`src/rtl/simplerisc_apb_pkg.sv`:
```
// Shared definitions for the SimpleRisc APB master bridge.
//   - apb_state_e   : bridge FSM states
//   - SLOT_MSB/LSB  : address bits that select the APB slave
//   - DEF_*         : default bridge parameters
//   - ERR_RDATA     : read data returned on any error completion
package simplerisc_apb_pkg;

    typedef enum logic [1:0] {
        IDLE   = 2'd0,
        SETUP  = 2'd1,
        ACCESS = 2'd2,
        DERR   = 2'd3
    } apb_state_e;

    localparam int SLOT_MSB = 31;
    localparam int SLOT_LSB = 28;
    localparam int SLOT_W   = SLOT_MSB - SLOT_LSB + 1;

    localparam int DEF_NUM_SLAVES     = 4;
    localparam int DEF_TIMEOUT_CYCLES = 16;

    localparam logic [31:0] ERR_RDATA = 32'h0;

endpackage

```
`src/rtl/apb_master_bridge_if.sv`:
```
// Bundle of the core-side load/store port and the APB3 master bus.
//   master modport : used by apb_master_bridge
//   slave  modport : used by whatever drives the core side and models slaves
// Core side : transfer_abp, proc_addr, proc_write, proc_wdata -> bridge
//             proc_rdata, proc_ready, proc_err                 <- bridge
// APB side  : PADDR, PSEL, PENABLE, PWRITE, PWDATA             <- bridge
//             PRDATA, PREADY, PSLVERR                          -> bridge
interface apb_master_bridge_if #(
    parameter int NUM_SLAVES = simplerisc_apb_pkg::DEF_NUM_SLAVES
);
    logic                  transfer_abp;
    logic [31:0]           proc_addr;
    logic                  proc_write;
    logic [31:0]           proc_wdata;
    logic [31:0]           proc_rdata;
    logic                  proc_ready;
    logic                  proc_err;

    logic [31:0]           PADDR;
    logic [NUM_SLAVES-1:0] PSEL;
    logic                  PENABLE;
    logic                  PWRITE;
    logic [31:0]           PWDATA;
    logic [31:0]           PRDATA;
    logic                  PREADY;
    logic                  PSLVERR;

    modport master (
        input  transfer_abp, proc_addr, proc_write, proc_wdata,
        output proc_rdata, proc_ready, proc_err,
        output PADDR, PSEL, PENABLE, PWRITE, PWDATA,
        input  PRDATA, PREADY, PSLVERR
    );

    modport slave (
        output transfer_abp, proc_addr, proc_write, proc_wdata,
        input  proc_rdata, proc_ready, proc_err,
        input  PADDR, PSEL, PENABLE, PWRITE, PWDATA,
        output PRDATA, PREADY, PSLVERR
    );

endinterface

```
`src/rtl/apb_addr_decode.sv`:
```
// Combinational slave decoder: slot number -> one-hot PSEL.
//   slot_i : address slot field (proc_addr[SLOT_MSB:SLOT_LSB])
//   psel_o : one-hot select, all zero when the slot is out of range
//   oor_o  : slot has no slave behind it (decode error)
module apb_addr_decode
    import simplerisc_apb_pkg::*;
#(
    parameter int NUM_SLAVES = DEF_NUM_SLAVES
) (
    input  logic [SLOT_W-1:0]     slot_i,
    output logic [NUM_SLAVES-1:0] psel_o,
    output logic                  oor_o
);

    assign oor_o = (int'(slot_i) >= NUM_SLAVES);

    for (genvar i = 0; i < NUM_SLAVES; i++) begin : g_sel
        assign psel_o[i] = !oor_o && (slot_i == SLOT_W'(i));
    end

endmodule

```
`src/rtl/apb_master_bridge.sv`:
```
// SimpleRisc load/store port -> APB3 master bridge.
// Stalls the core through SETUP and ACCESS, then pulses proc_ready for one
// cycle with proc_err and (for loads) proc_rdata. Out-of-range slots complete
// in one cycle with an error and never touch the bus.
// Ports:
//   clk, rst : clock, asynchronous active-high reset
//   bus      : apb_master_bridge_if.master (core side + APB master)
// Build option: define APB_TIMEOUT_EN to bound the ACCESS phase to
// TIMEOUT_CYCLES cycles; otherwise ACCESS waits for PREADY indefinitely.
module apb_master_bridge
    import simplerisc_apb_pkg::*;
#(
    parameter int NUM_SLAVES     = DEF_NUM_SLAVES,
    parameter int TIMEOUT_CYCLES = DEF_TIMEOUT_CYCLES
) (
    input  logic                clk,
    input  logic                rst,
    apb_master_bridge_if.master bus
);

    apb_state_e            state_q, state_d;
    logic [31:0]           paddr_q, paddr_d;
    logic [31:0]           pwdata_q, pwdata_d;
    logic                  pwrite_q, pwrite_d;
    logic                  penable_q, penable_d;
    logic [NUM_SLAVES-1:0] psel_q, psel_d;
    logic [31:0]           rdata_q, rdata_d;

    logic [31:0]           rdata_c;
    logic                  ready_c, err_c;

    logic [NUM_SLAVES-1:0] dec_psel;
    logic                  dec_oor;
    logic                  tmo_expired;

    apb_addr_decode #(.NUM_SLAVES(NUM_SLAVES)) u_dec (
        .slot_i (bus.proc_addr[SLOT_MSB:SLOT_LSB]),
        .psel_o (dec_psel),
        .oor_o  (dec_oor)
    );

`ifdef APB_TIMEOUT_EN
    localparam int TMO_W = $clog2(TIMEOUT_CYCLES + 1);
    logic [TMO_W-1:0] tmo_q, tmo_d;

    // Counter holds 0 outside ACCESS, so it reads 0 in the first ACCESS
    // cycle and TIMEOUT_CYCLES-1 in the last one allowed.
    assign tmo_expired = (state_q == ACCESS) &&
                         (tmo_q == TMO_W'(TIMEOUT_CYCLES - 1));

    always_comb begin
        tmo_d = '0;
        if (state_q == ACCESS && !tmo_expired) tmo_d = tmo_q + 1'b1;
    end

    always_ff @(posedge clk or posedge rst) begin
        if (rst) tmo_q <= '0;
        else     tmo_q <= tmo_d;
    end
`else
    assign tmo_expired = 1'b0;
    // TIMEOUT_CYCLES only matters when the timeout is built.
    logic unused_tmo_cfg;
    assign unused_tmo_cfg = (TIMEOUT_CYCLES != 0);
`endif

    always_comb begin
        state_d   = state_q;
        paddr_d   = paddr_q;
        pwdata_d  = pwdata_q;
        pwrite_d  = pwrite_q;
        penable_d = penable_q;
        psel_d    = psel_q;
        rdata_d   = rdata_q;
        rdata_c   = rdata_q;
        ready_c   = 1'b0;
        err_c     = 1'b0;

        case (state_q)
            IDLE: begin
                if (bus.transfer_abp) begin
                    if (dec_oor) begin
                        state_d = DERR;
                    end else begin
                        paddr_d  = bus.proc_addr;
                        pwdata_d = bus.proc_wdata;
                        pwrite_d = bus.proc_write;
                        psel_d   = dec_psel;
                        state_d  = SETUP;
                    end
                end
            end
            SETUP: begin
                penable_d = 1'b1;
                state_d   = ACCESS;
            end
            ACCESS: begin
                // PREADY wins over a timeout expiring in the same cycle.
                if (bus.PREADY) begin
                    ready_c = 1'b1;
                    err_c   = bus.PSLVERR;
                    if (!pwrite_q) begin
                        rdata_c = bus.PSLVERR ? ERR_RDATA : bus.PRDATA;
                        // An errored read leaves the held value untouched.
                        if (!bus.PSLVERR) rdata_d = bus.PRDATA;
                    end
                    psel_d    = '0;
                    penable_d = 1'b0;
                    state_d   = IDLE;
                end else if (tmo_expired) begin
                    ready_c   = 1'b1;
                    err_c     = 1'b1;
                    rdata_c   = ERR_RDATA;
                    psel_d    = '0;
                    penable_d = 1'b0;
                    state_d   = IDLE;
                end
            end
            DERR: begin
                ready_c = 1'b1;
                err_c   = 1'b1;
                rdata_c = ERR_RDATA;
                state_d = IDLE;
            end
            default: state_d = IDLE;
        endcase
    end

    always_ff @(posedge clk or posedge rst) begin
        if (rst) begin
            state_q   <= IDLE;
            paddr_q   <= '0;
            pwdata_q  <= '0;
            pwrite_q  <= 1'b0;
            penable_q <= 1'b0;
            psel_q    <= '0;
            rdata_q   <= '0;
        end else begin
            state_q   <= state_d;
            paddr_q   <= paddr_d;
            pwdata_q  <= pwdata_d;
            pwrite_q  <= pwrite_d;
            penable_q <= penable_d;
            psel_q    <= psel_d;
            rdata_q   <= rdata_d;
        end
    end

    assign bus.PADDR      = paddr_q;
    assign bus.PWDATA     = pwdata_q;
    assign bus.PWRITE     = pwrite_q;
    assign bus.PENABLE    = penable_q;
    assign bus.PSEL       = psel_q;
    assign bus.proc_rdata = rdata_c;
    assign bus.proc_ready = ready_c;
    assign bus.proc_err   = err_c;

endmodule
```
`src/flat_wrapper.sv`:
```
// flat-port wrapper written by rule: the top's interface ports become plain ports
module apb_master_bridge_flat import simplerisc_apb_pkg::*;
#(
    parameter int NUM_SLAVES     = DEF_NUM_SLAVES,
    parameter int TIMEOUT_CYCLES = DEF_TIMEOUT_CYCLES
)
  (clk, rst, bus_transfer_abp, bus_proc_addr, bus_proc_write, bus_proc_wdata, bus_proc_rdata, bus_proc_ready, bus_proc_err, bus_PADDR, bus_PSEL, bus_PENABLE, bus_PWRITE, bus_PWDATA, bus_PRDATA, bus_PREADY, bus_PSLVERR);
  apb_master_bridge_if #(.NUM_SLAVES(NUM_SLAVES)) bus_i ();
  input  logic clk;
  input  logic rst;
  input wire logic [$bits(bus_i.transfer_abp)-1:0] bus_transfer_abp;
  input wire logic [$bits(bus_i.proc_addr)-1:0] bus_proc_addr;
  input wire logic [$bits(bus_i.proc_write)-1:0] bus_proc_write;
  input wire logic [$bits(bus_i.proc_wdata)-1:0] bus_proc_wdata;
  output wire logic [$bits(bus_i.proc_rdata)-1:0] bus_proc_rdata;
  output wire logic [$bits(bus_i.proc_ready)-1:0] bus_proc_ready;
  output wire logic [$bits(bus_i.proc_err)-1:0] bus_proc_err;
  output wire logic [$bits(bus_i.PADDR)-1:0] bus_PADDR;
  output wire logic [$bits(bus_i.PSEL)-1:0] bus_PSEL;
  output wire logic [$bits(bus_i.PENABLE)-1:0] bus_PENABLE;
  output wire logic [$bits(bus_i.PWRITE)-1:0] bus_PWRITE;
  output wire logic [$bits(bus_i.PWDATA)-1:0] bus_PWDATA;
  input wire logic [$bits(bus_i.PRDATA)-1:0] bus_PRDATA;
  input wire logic [$bits(bus_i.PREADY)-1:0] bus_PREADY;
  input wire logic [$bits(bus_i.PSLVERR)-1:0] bus_PSLVERR;
  assign bus_i.transfer_abp = bus_transfer_abp;
  assign bus_i.proc_addr = bus_proc_addr;
  assign bus_i.proc_write = bus_proc_write;
  assign bus_i.proc_wdata = bus_proc_wdata;
  assign bus_proc_rdata = bus_i.proc_rdata;
  assign bus_proc_ready = bus_i.proc_ready;
  assign bus_proc_err = bus_i.proc_err;
  assign bus_PADDR = bus_i.PADDR;
  assign bus_PSEL = bus_i.PSEL;
  assign bus_PENABLE = bus_i.PENABLE;
  assign bus_PWRITE = bus_i.PWRITE;
  assign bus_PWDATA = bus_i.PWDATA;
  assign bus_i.PRDATA = bus_PRDATA;
  assign bus_i.PREADY = bus_PREADY;
  assign bus_i.PSLVERR = bus_PSLVERR;
  apb_master_bridge #(.NUM_SLAVES(NUM_SLAVES), .TIMEOUT_CYCLES(TIMEOUT_CYCLES)) u_core (.clk(clk), .rst(rst), .bus(bus_i));
endmodule
```
`config.mk`:
```
export PLATFORM = sky130hd
export DESIGN_NAME = apb_master_bridge_flat
export DESIGN_NICKNAME = d
export VERILOG_FILES = /design/src/rtl/simplerisc_apb_pkg.sv /design/src/rtl/apb_master_bridge_if.sv /design/src/rtl/apb_addr_decode.sv /design/src/rtl/apb_master_bridge.sv /design/src/flat_wrapper.sv
export SDC_FILE = /design/constraint.sdc
export NUM_CORES = 1
export LEC_CHECK = 0
export BUFFER_PORTS_ARGS = -buffer_cell sky130_fd_sc_hd__buf_2
export CAP_MARGIN = 10
export CORE_MARGIN = 5
export CORE_UTILIZATION = 50
export DETAILED_ROUTE_END_ITERATION = 10
export PLACE_DENSITY = 0.85
export SLEW_MARGIN = 10
export SYNTH_ARGS = -nofsm -noshare
export SYNTH_HDL_FRONTEND = slang
export SYNTH_SLANG_ARGS = --single-unit
export TNS_END_PERCENT = 1
```
`constraint.sdc`:
```
create_clock -name clk -period 8.95 [get_ports clk]
set_clock_uncertainty 0.05 [all_clocks]
set_input_delay 0.895 -clock clk [delete_from_list [all_inputs] [get_ports clk]]
set_output_delay 0.895 -clock clk [all_outputs]
set_load 0.1 [all_outputs]
```
# After elaboration in Yosys (flattened, before gate mapping)
# Cells that the tools add are included.
[totals]
register_bits = 104
in_bits = 102
out_inout_bits = 104
elab_cells = 52
[classes]
order_cmp = 1
eq_ne = 9
muxes = 18
bitwise_logic = 3
n_reduce_logical = 14
[ops]
columns = ["operator", "count"]
rows = [
  ["32-bit 2-to-1 mux", 3],
  ["32-bit case mux with 2 select lines", 1],
  ["4-bit 2-to-1 mux", 3],
  ["4-bit by 2-bit == test with 1-bit output (second input constant)", 2],
  ["2-bit case mux with 4 select lines", 1],
  ["4-bit case mux with 2 select lines", 1],
  ["4-bit AND reduction", 2],
  ["2-bit 2-to-1 mux", 3],
  ["2-bit != test (second input constant)", 3],
  ["1-bit case mux with 2 select lines", 3],
  ["2-bit == test (second input constant)", 2],
  ["4-bit by 1-bit == test with 1-bit output (second input constant)", 1],
  ["4-bit by 3-bit greater-or-equal comparator with 1-bit output (second input constant)", 1],
  ["1-bit logical AND", 4],
  ["4-bit zero test", 1],
  ["2-bit AND reduction", 2],
  ["2-bit nonzero test", 2],
  ["1-bit 2-to-1 mux", 3],
  ["1-bit inverter", 3],
  ["3-bit AND reduction", 1],
  ["2-bit by 1-bit == test with 1-bit output (second input constant)", 1],
  ["2-bit zero test", 1],
  ["1-bit zero test", 1],
]

# Depth between registers and ports, before layout
# Gate-level depths: netlist of the first run.
[depth]
word_depth = 6
mapped_depth = 6
mapped_depth_nobuf = 3

# Hierarchy
# From an unflattened synthesis of the first run, not the netlist that was laid out.
[unflattened]
cells_unflattened = 277
hier_area_um2 = 4414.2
[modules_own_cells]
columns = ["module", "instances", "cells_each", "area_each_um2", "seq_area_each_um2"]
rows = [
  ["apb_master_bridge", 1, 272, 4371.7, 2602.5],
  ["apb_addr_decode", 1, 5, 42.5, 0.0],
]

# Worst setup path before layout of the first run
# OpenSTA, ideal clock, no wires.
[synth_timing]
path_kind = "input-to-output"
start = "in bus_PREADY"
end = "out bus_proc_err"
arrival_time_ps = 3092
t_required_ps = 8005
slack_ps = 4913
path_stages = 2
cell_sequence = "o21a_1 -> nor2b_1"
[synth_via]
elab_chain_len = 2
[synth_lines]
columns = ["element", "line", "source"]
rows = [
  ["start, declared", "flat_wrapper.sv:24", "input wire logic [$bits(bus_i.PREADY)-1:0] bus_PREADY;"],
  ["1-bit 2-to-1 mux", "apb_master_bridge.sv:99", "if (bus.PREADY) begin"],
  ["1-bit case mux with 2 select lines", "apb_master_bridge.sv:79", "case (state_q)"],
  ["end, declared", "flat_wrapper.sv:17", "output wire logic [$bits(bus_i.proc_err)-1:0] bus_proc_err;"],
]
# No other way between the ends.

# Worst setup path in the final report of the first run
[layout_timing]
start = "in bus_PREADY"
end = "out bus_proc_rdata[4]"
[layout_via]
elab_chain_len = 2
[layout_lines]
columns = ["element", "line", "source"]
rows = [
  ["32-bit 2-to-1 mux", "apb_master_bridge.sv:99", ""],
  ["32-bit case mux with 2 select lines", "apb_master_bridge.sv:79", ""],
  ["end, declared", "flat_wrapper.sv:15", "output wire logic [$bits(bus_i.proc_rdata)-1:0] bus_proc_rdata;"],
]
# No other way between the ends.

==> results.cfg, run 1 <==
[synth]
synth-seq-cells = 104
synth_top_cell_by_area = dfrtp_1
yosysTopAreaCellShare_pct = 60.0
synth-seq-area-share_pct = 60.0
synth_edf_count = 0
synthCells = 275
netlist_area_mm2 = 0.00434
syn_avg_cell_area_um2 = 15.8
ys_warn_count = 0
synth.most_common_cell = dfrtp_1
ys_types = 26
syn_nets = 377
yosys-top-cells-area = dfrtp_1 (60%), mux2_2 (18%), mux2_4 (6.9%)
ys_dominant_reg_cell = dfrtp_1
async_flop_share_pct = 100
synth_common_cells = dfrtp_1 (104), mux2_2 (69), a22o_1 (34)

[setup_path]
regToRegSetupSlack_ns = 6.19
start_kind = input pin
crit_buf_inv = 2
slowest_stage = and3_2
crit_family = simple AND/OR/NAND/NOR gates
worstPathCellList = buf_2 -> nor2b_1 -> and3_2 -> a22o_1 -> buf_2
worstPathMaxFanout = 64
critical_path_class = in -> out
endpoint_kind = output port
rr_endpoint = u_core.bus.PADDR[24]$_DFFE_PP0P_
max_stage_delay_ns = 1.00
rr_startpoint = u_core.state_q[1]$_DFFE_PP0P_
worstPathArrival_ns = 2.92
cp.required_ns = 8.01
crit_top_cell = buf_2
reg2regPathDepth = 4

[placed_design]
dp_hpwl_um = 7370
dpl-instance-area_mm2 = 0.00538
port_buffers = 205
gp_congestion = 0.766

[timing]
final_hold_viol_count = 0
hold_ws_ns = 0.442
slew_headroom_pct = 21.7
setup_viol = 0
post-route-min-period_ns = 3.86
drv_slew = 0
fin_crit_sh_pct = 43.2
max_freq_mhz = 259
rsz0062_at_grt = false
finalSetupTns_ns = 0
tightest_slew_ns = 1.17

[worst_hold_path]
hold_class = reg -> reg
hold-path-cell-count = 1
holdPathEnd = u_core.bus.PWDATA[14]$_DFFE_PP0P_
hp-start = u_core.bus.PWDATA[14]$_DFFE_PP0P_

[routing]
wl_per_cell_um = 16.4
ant_nets = 0
num_vias = 3021
wirelength_um = 9680
first_pass_iters = 4
route.detailed.drc = 0
vias_per_cell = 5.13
drt_iter0_drc = 47

[cts]
htreeDepth = 3
ctsRootBufferMaster = clkbuf_8
insertion_delay_ns = 0.35
tritoncts = yes
post_cts_resized = 0
cts_hold_buf = 0
cts_setup_buffers = 0
clk_pin_slew_ns = 0.11
cts_sinks = 104
cts-buffers-inserted = 9
cts_max_path_buffers = 2

[die]
initial_core_util_pct = 50.5
die_w_um = 103
rows = 34
die_area_mm2 = 0.0106
ioPinCount = 206
die_y_um = 103
design.core.area_mm2 = 0.00859

[global_route]
track_usage_pct = 17.6
grt_overflow_total = 0
grt_pass1_wl_um = 14600
grt_max_degree = 65
grt_pass1_vias = 3000
antenna_found_initial = 0

[layout]
area_growth_pct = 28.7
fin_area_mm2 = 0.00558
final_nets = 578
final_util_pct = 65.0
drive_gt1_share_pct = 66.1
antennaDiodeCount = 0

[outcome]
outcome = finished, final reports clean

[flow_run]
maxCapViolCount = 0
[how the worst max path moves through the flow]
stage | start | endpoint | slack (ns) | cells past startpoint
after CTS | bus_PREADY | bus_proc_rdata[4] | 5.10 | 5
after global routing | bus_PREADY | bus_proc_rdata[27] | 4.91 | 5
final | bus_PREADY | bus_proc_rdata[4] | 5.09 | 5
after detailed placement | bus_PREADY | bus_proc_rdata[4] | 5.10 | 5
after global placement | bus_PREADY | bus_proc_rdata[27] | 5.17 | 5
after floorplan | bus_PREADY | bus_proc_err | 4.91 | 2
[layer usage]
metal / wire [µm] / vias up / GRT usage (%) / part of all wire (%)
met4: 106 / 0 / 5.68 / 1.1
met5: 0 / - / 0 / 0
met2: 4860 / 126 / 29.9 / 50
met3: 897 / 11 / 3.99 / 9.3
li1: - / 1413 / - / -
met1: 3830 / 1471 / 22.3 / 39
[per-stage QoR]
stage	cells	worst slack, ns
6_report	589	5.09
5_1_grt	589	4.91
3_5_place_dp	572	5.10
2_1_floorplan	275	4.91
4_1_cts	588	5.10
3_3_place_gp	572	5.17
[state kept, by name (all words and copies together), names as in the netlist]
| signal | count |
|---|---|
| u_core.bus.PWDATA | 32 |
| u_core.rdata_q | 32 |
| u_core.bus.PSEL | 4 |
| u_core.bus.PENABLE | 1 |
| u_core.state_q | 2 |
| u_core.bus.PADDR | 32 |
| u_core.bus.PWRITE | 1 |
[worst register-to-register path, stage by stage, from the launching register on]
cell and delay (ns):
dfrtp_1 0.48, or4b_4 0.56, nor2_4 0.44, buf_4 0.69, mux2_2 0.44
[final cells by class]
cell class / instances / area (µm²)
well taps: 108 / 135
flip-flops and latches: 104 / 2600
multi-input cells: 150 / 1590
repair buffers: 208 / 1060
clock buffers: 10 / 138
inverters: 3 / 13.8
fillers: 688 / 3010
clock inverters: 6 / 51.3
[kinds of logic after synthesis]
kind of cell / synth area share, %
DFF: 60.0
buffers and inverters: 3.52
and+or+nand+nor: 1.82
muxes: 26.4
AOI/OAI and AO/OA: 8.25
[cells in the final DEF (no fill, tap or decap)]
| cell | instances |
|---|---|
| nor2b_1 | 4 |
| inv_1 | 2 |
| inv_6 | 1 |
| nor2_4 | 1 |
| inv_8 | 1 |
| inv_4 | 1 |
| clkinv_4 | 3 |
| nor3_1 | 1 |
| o21a_1 | 1 |
| a21oi_1 | 3 |
| o21ai_0 | 1 |
| nand2_1 | 1 |
| dfrtp_1 | 104 |
| mux2_4 | 20 |
| a21o_1 | 1 |
| and3_2 | 1 |
| and2_1 | 1 |
| o21ai_2 | 1 |
| clkinv_2 | 1 |
| a22o_1 | 34 |
| buf_4 | 2 |
| mux2_2 | 69 |
| a32o_1 | 2 |
| buf_8 | 1 |
| or4b_4 | 1 |
| clkbuf_8 | 10 |
| mux2_1 | 6 |
| buf_2 | 205 |
| nor2_1 | 2 |
Power of run 1 is left out: the tool's default activity adds up to more than one toggle a clock period on the data nets, which glitch-free logic cannot reach.
==> inputs of run 2 (changes only) <==
Settings changed: CORE_UTILIZATION 50 to 42, PLACE_DENSITY 0.85 to 0.76.
Clock period 8.95 ns to 3.1 ns, I/O delays scaled along.
==> run 2 against run 1 <==
Compared with the run above:
- final area grew 2.0%
- global-route usage shrank 1.3 points
- core utilization shrank 9.0 points
- highest routed layer unchanged
- worst hold slack lost 0.32 ns
- flip-flop and latch count is the same
- die area grew 17%
- cell count grew 5.6%
- via count shrank 0.26%
- routed wire length grew 2.5%
==> results.cfg, run 2 (synthesized netlist as in run 1, its figures left out) <==
[outcome]
outcome = finished, final reports clean

[cts]
htreeDepth = 3
cts-buffers-inserted = 9
post_cts_resized = 0
cts_max_path_buffers = 2
insertion_delay_ns = 0.35
cts_sinks = 104
clk_pin_slew_ns = 0.10
tritoncts = yes
ctsRootBufferMaster = clkbuf_8

[placed_design]
port_buffers = 205
gp_congestion = 0.720
dp_hpwl_um = 7490

[setup_path]
start_kind = flip-flop
worstPathArrival_ns = 2.17
rr_endpoint = u_core.bus.PWDATA[27]$_DFFE_PP0P_
regToRegSetupSlack_ns = 0.94
reg2regPathDepth = 4
endpoint_kind = output port
worstPathMaxFanout = 64
cp.required_ns = 2.74
rr_startpoint = u_core.state_q[1]$_DFFE_PP0P_
critical_path_class = reg -> out

[global_route]
grt_max_degree = 65
grt_pass1_vias = 3285
grt_pass1_wl_um = 16600
track_usage_pct = 16.3
antenna_found_initial = 1
grt_overflow_total = 0

[routing]
drt_iter0_drc = 138
vias_per_cell = 4.84
wl_per_cell_um = 16.0
wirelength_um = 9920
first_pass_iters = 4
ant_nets = 0
num_vias = 3013
route.detailed.drc = 0

[die]
initial_core_util_pct = 42.6
die_y_um = 112
rows = 37
ioPinCount = 206
design.core.area_mm2 = 0.0102
die_area_mm2 = 0.0125
die_w_um = 112

[layout]
regArea_mm2 = 0.00260
multi_input_area_mm2 = 0.00159
fill_cells = 874
area_growth_pct = 31.4
final_cell_mix = buf_2 (205), dfrtp_1 (104), mux2_2 (69)
drive_gt1_share_pct = 66.2
mostFrequentLayoutCell = buf_2
final_nets = 582

[timing]
drv_slew = 0
fin_crit_sh_pct = 81.7
max_freq_mhz = 395
finalSetupTns_ns = 0
final_hold_viol_count = 0
setup_viol = 0
slew_headroom_pct = 57.9
tightest_slew_ns = 0.632
rsz0062_at_grt = false
post-route-min-period_ns = 2.53

[flow_run]
maxCapViolCount = 0

[worst_hold_path]
holdPathEnd = u_core.bus.PWDATA[16]$_DFFE_PP0P_
hold-path-cell-count = 2
hp-start = bus_proc_wdata[16]
hold_class = in -> reg
==> run 2: changes by cell type in the layout (fill, tap and decap cells not counted) <==
cell	change
clkinv_4	-2
diode_2	+1
buf_8	-1
inv_8	-1
buf_4	+3
dlygate4sd3_1	+1
bufinv_16	+2
buf_12	+1
clkinvlp_4	+1
==> run 2: per-stage QoR <==
step / setup WS [ns] / cells / utilization [%] / hold slack (ns) / area [µm²]
2_1_floorplan: 0.00781 / 275 / - / 0.389 / 4340
3_5_place_dp: 0.942 / 604 / 53.6 / 0.396 / 5460
3_3_place_gp: 0.988 / 604 / 53.6 / 0.370 / 5460
5_1_grt: 0.420 / 622 / 55.9 / 0.0895 / 5700
4_1_cts: 0.557 / 621 / 55.9 / 0.0949 / 5690
6_report: 0.567 / 622 / 55.9 / 0.121 / 5700
==> run 2: worst max-delay path, cell delays in order (launching register included) <==
cell	delay (ns)
dfrtp_1	0.50
nor2_1	0.17
and3_2	0.22
buf_12	0.27
a22o_1	0.20
buf_2	0.42
==> run 2: worst max path at each step <==
| stage | from | end | depth (start not counted) |
|---|---|---|---|
| 2_1_floorplan | rst | u_core.bus.PADDR[0]$_DFFE_PP0P_ | 1 |
| 3_3_place_gp | bus_proc_addr[30] | u_core.bus.PADDR[22]$_DFFE_PP0P_ | 5 |
| 3_5_place_dp | bus_proc_addr[30] | u_core.bus.PADDR[19]$_DFFE_PP0P_ | 5 |
| 4_1_cts | u_core.state_q[0]$_DFFE_PP0P_ | bus_proc_rdata[8] | 5 |
| 5_1_grt | u_core.state_q[0]$_DFFE_PP0P_ | bus_proc_rdata[8] | 5 |
| 6_report | u_core.state_q[0]$_DFFE_PP0P_ | bus_proc_rdata[5] | 5 |
==> run 2: layout make-up <==
class / count / area share (%)
Timing Repair Buffer: 212 / 19.2
Clock buffer: 10 / 2.42
Multi-Input combinational cell: 150 / 27.8
Clock inverter: 6 / 1.58
Inverter: 3 / 0.242
Tap cell: 136 / 2.99
Sequential cell: 104 / 45.7
Antenna cell: 1 / 0.0439
==> run 2: what timing repair did <==
action	in CTS	in global routing
hold endpoints to repair	13	0
hold buffers	1	0
buffers inserted	0	0
==> run 2: routing by layer <==
metal | GRT usage [%] | vias up | share of wire [%]
li1 | - | 1423 | -
met1 | 20.3 | 1455 | 41
met2 | 26.7 | 122 | 48
met3 | 5.60 | 13 | 8.8
met4 | 5.68 | 0 | 1.8
met5 | 0 | - | 0
Power of run 2 is left out for the same reason.
